## src/rtl/riscv_pkg.sv

```systemverilog
// riscv_pkg: shared funct3 encodings and memory-stage FSM states.
package riscv_pkg;
  localparam logic [2:0] F3_LB  = 3'b000;
  localparam logic [2:0] F3_LH  = 3'b001;
  localparam logic [2:0] F3_LW  = 3'b010;
  localparam logic [2:0] F3_LBU = 3'b100;
  localparam logic [2:0] F3_LHU = 3'b101;
  localparam logic [2:0] F3_SB  = 3'b000;
  localparam logic [2:0] F3_SH  = 3'b001;
  localparam logic [2:0] F3_SW  = 3'b010;
  typedef enum logic {MEM_IDLE, MEM_WAIT} mem_state_t;
endpackage

```

## src/rtl/mem_access_stage_load_align.sv

```systemverilog
// load_align: picks the addressed byte/half of a read word and sign- or zero-extends it.
module load_align
  import riscv_pkg::*;
(
  input  logic [31:0] rdata_i,
  input  logic [1:0]  off_i,
  input  logic [2:0]  funct3_i,
  output logic [31:0] data_o
);
  logic [7:0]  b;
  logic [15:0] h;
  assign b = rdata_i[{off_i, 3'b000} +: 8];
  assign h = off_i[1] ? rdata_i[31:16] : rdata_i[15:0];
  // Unlisted funct3 encodings fall through to a full-word load.
  always_comb
    data_o = funct3_i == F3_LB  ? {{24{b[7]}}, b}  :
             funct3_i == F3_LBU ? {24'h0, b}       :
             funct3_i == F3_LH  ? {{16{h[15]}}, h} :
             funct3_i == F3_LHU ? {16'h0, h}       : rdata_i;
endmodule

```

## src/rtl/mem_access_stage.sv

```systemverilog
// mem_access_stage: drives the data-memory bus, stalls on wait states, and owns the MEM/WB register.
module mem_access_stage
  import riscv_pkg::*;
#(
  parameter int XLEN = 32
) (
  input  logic            i_clk,
  input  logic            i_rst_n,
  input  logic            i_ex_mem_valid,
  input  logic [XLEN-1:0] i_ex_mem_alu_result,
  input  logic [XLEN-1:0] i_ex_mem_store_data,
  input  logic [4:0]      i_ex_mem_rd,
  input  logic [2:0]      i_ex_mem_funct3,
  input  logic            i_ex_mem_reg_write,
  input  logic            i_ex_mem_mem_to_reg,
  input  logic            i_ex_mem_mem_read,
  input  logic            i_ex_mem_mem_write,
  output logic            o_dmem_req,
  output logic            o_dmem_we,
  output logic [XLEN-1:0] o_dmem_addr,
  output logic [XLEN-1:0] o_dmem_wdata,
  output logic [3:0]      o_dmem_wstrb,
  input  logic            i_dmem_ready,
  input  logic [XLEN-1:0] i_dmem_rdata,
  output logic            o_mem_stall,
  output logic [XLEN-1:0] o_mem_wb_read_data,
  output logic [XLEN-1:0] o_mem_wb_alu_result,
  output logic [4:0]      o_mem_wb_rd,
  output logic            o_mem_wb_reg_write,
  output logic            o_mem_wb_mem_to_reg,
  output logic            o_mem_misaligned
);
  mem_state_t state_q, state_d;
  logic mem_op, is_byte, is_half, misaligned;
  logic [1:0] off;
  logic [XLEN-1:0] load_data;
  assign off        = i_ex_mem_alu_result[1:0];
  assign is_byte    = i_ex_mem_funct3[1:0] == 2'b00;
  assign is_half    = i_ex_mem_funct3[1:0] == 2'b01;
  assign mem_op     = i_ex_mem_valid & (i_ex_mem_mem_read | i_ex_mem_mem_write);
  assign misaligned = mem_op & (is_half ? off[0] : ~is_byte & |off);
  // Gating with reset drops an outstanding request immediately when reset hits mid-access.
  assign o_dmem_req   = i_rst_n & mem_op & ~misaligned;
  assign o_dmem_we    = i_ex_mem_mem_write;
  assign o_dmem_addr  = {i_ex_mem_alu_result[XLEN-1:2], 2'b00};
  assign o_dmem_wdata = is_byte ? {4{i_ex_mem_store_data[7:0]}} :
                        is_half ? {2{i_ex_mem_store_data[15:0]}} : i_ex_mem_store_data;
  assign o_dmem_wstrb = ~i_ex_mem_mem_write ? 4'b0000 :
                        is_byte ? 4'b0001 << off :
                        is_half ? 4'b0011 << off : 4'b1111;
  assign o_mem_stall  = o_dmem_req & ~i_dmem_ready;
  load_align u_align (
    .rdata_i (i_dmem_rdata),
    .off_i   (off),
    .funct3_i(i_ex_mem_funct3),
    .data_o  (load_data)
  );
  always_comb
    state_d = state_q == MEM_IDLE ? (o_mem_stall ? MEM_WAIT : MEM_IDLE)
                                  : (i_dmem_ready ? MEM_IDLE : MEM_WAIT);
  always_ff @(posedge i_clk or negedge i_rst_n) begin
    if (!i_rst_n) begin
      state_q             <= MEM_IDLE;
      o_mem_wb_read_data  <= '0;
      o_mem_wb_alu_result <= '0;
      o_mem_wb_rd         <= '0;
      o_mem_wb_reg_write  <= 1'b0;
      o_mem_wb_mem_to_reg <= 1'b0;
      o_mem_misaligned    <= 1'b0;
    end else begin
      state_q          <= state_d;
      o_mem_misaligned <= misaligned;
      if (o_mem_stall) begin
        o_mem_wb_reg_write <= 1'b0;
      end else begin
        o_mem_wb_read_data  <= (i_ex_mem_valid & i_ex_mem_mem_read & ~misaligned) ? load_data : '0;
        o_mem_wb_alu_result <= i_ex_mem_alu_result;
        o_mem_wb_rd         <= i_ex_mem_rd;
        o_mem_wb_reg_write  <= i_ex_mem_reg_write & i_ex_mem_valid & ~misaligned;
        o_mem_wb_mem_to_reg <= i_ex_mem_mem_to_reg;
      end
    end
  end
endmodule
```

## config.mk

```make
export PLATFORM = sky130hd
export DESIGN_NAME = mem_access_stage
export DESIGN_NICKNAME = d
export VERILOG_FILES = /design/src/rtl/riscv_pkg.sv /design/src/rtl/mem_access_stage_load_align.sv /design/src/rtl/mem_access_stage.sv
export SDC_FILE = /design/constraint.sdc
export NUM_CORES = 1
export LEC_CHECK = 0
export ABC_AREA = 0
export CAP_MARGIN = 20
export CORE_UTILIZATION = 33
export DETAILED_ROUTE_END_ITERATION = 6
export GPL_ROUTABILITY_DRIVEN = 0
export PLACE_DENSITY = 0.79
export SYNTH_ARGS = -nofsm -noshare
export SYNTH_HDL_FRONTEND = slang
export SYNTH_SLANG_ARGS = --single-unit
export TNS_END_PERCENT = 1
```

## constraint.sdc

```tcl
create_clock -name i_clk -period 4.3 [get_ports i_clk]
set_clock_uncertainty 0.2 [all_clocks]
set_input_delay 0.645 -clock i_clk [delete_from_list [all_inputs] [get_ports i_clk]]
set_output_delay 0.645 -clock i_clk [all_outputs]
set_load 0.01 [all_outputs]
```

==> flow_summary.yaml <==
detailed_routing:
  drc_errors: 0
  drt-initial-drc-count: 199
  ant_nets: 0
  wl_um: 13500
  drt-pass1-iter-count: 5
  vias_per_cell: 4.94
  vias: 3898
  routedWlPerCell_um: 17.1
clocking:
  cts_max_level: 3
  numClockSinks: 72
  cts_tree: "done"
  cts-root-buf: "clkbuf_16"
  clk_pin_slew_ns: 0.06
  clk_latency_ns: 0.32
  post_cts_resized: 0
  cts_buffers: 9
  cts.path.max_buffers: 2
placement:
  dp_cells: 771
  place_ws_ns: 0.655
  placed_cell_area_um2: 6500
  portBuffers: 252
  hpwl_um: 10500
yosys:
  muxShareOfSynthArea: 0.187
  ys_ff_latch: 72
  synthAdderAreaFrac: 0.0120
  synth_edf_count: 0
  synth_top_area_share: 0.432
  synthTopCellsByArea: "dfrtp_1 43%, buf_4 8.3%, nand2_1 6.7%, mux2_2 6.2%, mux2_1 5.9%"
  synth-simple-area-share: 0.128
  synth_compound_area_frac: 0.124
  yosys_warnings: 0
  synth_area_leader_cell: "dfrtp_1"
  synth_area_per_cell_um2: 10.2
  async_reset_ff_frac: 1.00
  dominantRegCellSynth: "dfrtp_1"
  netlist_instances: 409
  synth_top_family_by_area: "multiplexers"
  yosys.area_share.xor_xnor: 0
  yosysUniqueCellTypes: 45
  synth_area_um2: 4170
  synth-seq-area-share: 0.432
hold_path:
  hold_class: "flip-flop to flip-flop"
  hp-start: "o_mem_wb_alu_result[1]"
  hold_depth: 2
  hold_path_end: "o_mem_wb_alu_result[1]"
power:
  combPwrFrac: 0.235
  power_density_nw_per_um2: 302
  switching_share: 0.245
  cellLeakagePower_nw: 2.80
  p_int_mw: 1.56
  ir_worst_vdd_v: 0.000146
  p_sw_uw: 507
  finalPower_mw: 2.07
  pwr-share-clk: 0.413
  p_seq_frac: 0.352
floorplan:
  die_h_um: 114
  io_pins: 255
  core_area_um2: 12200
  fp.dieArea_um2: 13100
  fp-row-count: 40
  die_w_um: 114
  start_util: 0.343
timing:
  final_max_slew_viol_count: 0
  finalSetupViolations: 0
  hold_viol_final: 0
  rsz0062_at_grt: "no"
  fin_ws_ns: 0.735
  period_minus_slack_ns: 3.57
  period_share: 0.829
  fmax_ghz: 0.280
  tightest_slew_ns: 1.12
  final.setup.tns_ns: 0
  hold_ws_ns: 0.278
  worst_slew_margin_rel: 0.254
setup_path:
  critical-path-top-delay-family: "buffers and inverters"
  max_stage_delay_ns: 0.54
  r2r_cells: 1
  cp_data_arrival_time_ns: 2.72
  regToRegSetupSlack_ns: 3.30
  worstSetupStartpoint: "i_ex_mem_funct3[0]"
  cp_cell_sequence: "clkdlybuf4s50_1, buf_4, nor2_1, buf_4, nand2_1, nand2_1, clkdlybuf4s50_1"
  cp.required_ns: 3.45
  r2r_start: "o_mem_wb_alu_result[7]"
  critical_path_class: "input port to primary output"
  reg2reg_to: "o_mem_wb_alu_result[7]"
  start_kind: "input port"
  slowest_stage: "clkdlybuf4s50_1"
  worstSetupEndpointType: "primary output"
  critical_path.max_fanout: 9
  crit_buf_inv: 4
global_route:
  antenna_found_initial: 1
  grt_pass1_vias: 3989
  grt_max_degree: 74
  grt_pass1_wl_um: 20700
  grtUsageTotal: 0.209
  grt_overflow: 0
final_layout:
  final_cells: 789
  final_area_um2: 6850
  final_cell_mix: "250 x clkdlybuf4s50_1, 74 x nand2_1, 72 x dfrtp_1"
  mostFrequentLayoutCell: "clkdlybuf4s50_1"
  layout-drive-gt1-share: 0.108
  area_delta_synth_final_pct: 64.4
  top_regs: "o_mem_wb_alu_result: 32 flops, o_mem_wb_read_data: 32 flops, o_mem_wb_rd: 5 flops"
  utilization: 0.564
  num-nets-final: 731
run:
  maxCapViolations: 0
status:
  status: "finished clean"
[power by group through the flow]
stage	clock (mW)	sequential (mW)	combinational [mW]
global route	0.913	0.733	0.521
global placement	0	0.740	0.481
floorplan	0	0.756	0.187
detailed placement	0	0.742	0.489
finish	0.854	0.729	0.487
CTS	0.875	0.729	0.492
[layout make-up]
| type | instances | area (um^2) |
|---|---|---|
| tap | 168 | 210 |
| clock inverter | 7 | 119 |
| fill | 1052 | 5310 |
| clock buffer | 9 | 225 |
| antenna | 1 | 2.50 |
| sequential | 72 | 1800 |
| multi-input combinational | 267 | 1890 |
| inverter | 2 | 7.51 |
| timing repair buffer | 263 | 2600 |
[cells in the mapped netlist, types with 2 or more instances]
cell type  number
o21a_1          3
buf_6           4
o21ai_0        32
o21ai_1        11
nor3_1          3
a31oi_1         6
mux2_2         23
a21oi_1        16
nor2b_1         2
or3_1           5
dfrtp_1        72
buf_2          11
ha_1            4
inv_1           2
nor4_1          2
and3_1          3
nor2_1         14
a211oi_1        2
mux4_2          7
nand2_1        74
mux2_1         22
mux2i_1        10
buf_4          46
clkbuf_1        7
a22o_1          8
[worst max path at each step]
| stage | end | slack (ns) | depth (start not counted) |
|---|---|---|---|
| 3_3_place_gp | o_dmem_wdata[15] | 0.71 | 7 |
| 6_report | o_dmem_wdata[10] | 0.73 | 7 |
| 2_1_floorplan | o_mem_stall | 1.44 | 8 |
| 5_1_grt | o_dmem_wdata[15] | 0.57 | 7 |
| 3_5_place_dp | o_dmem_wdata[10] | 0.66 | 7 |
| 4_1_cts | o_dmem_wdata[10] | 0.64 | 7 |
[kinds of logic (layout without fill, tap and decap cells)]
kind of cell,after synthesis,after routing
AOI/OAI and AO/OA,85,85
adders and majority gates,4,4
buffers and inverters,71,281
DFF,72,72
muxes,63,63
other,1,3
and+or+nand+nor,113,113
[metal layers]
metal / vias to the layer above / share of wire / GRT usage
met5: - / 0.0026 / 0
met4: 2 / 0.014 / 0.0641
met3: 16 / 0.092 / 0.0741
met2: 229 / 0.53 / 0.393
met1: 1850 / 0.37 / 0.215
li1: 1801 / - / -
[repair_timing]
item	in CTS	in global routing
hold buffers	1	0
setup endpoints to repair	0	0
endpoints found under the hold margin	15	0
buffers inserted	0	0
(Power assumes the default switching activity.)
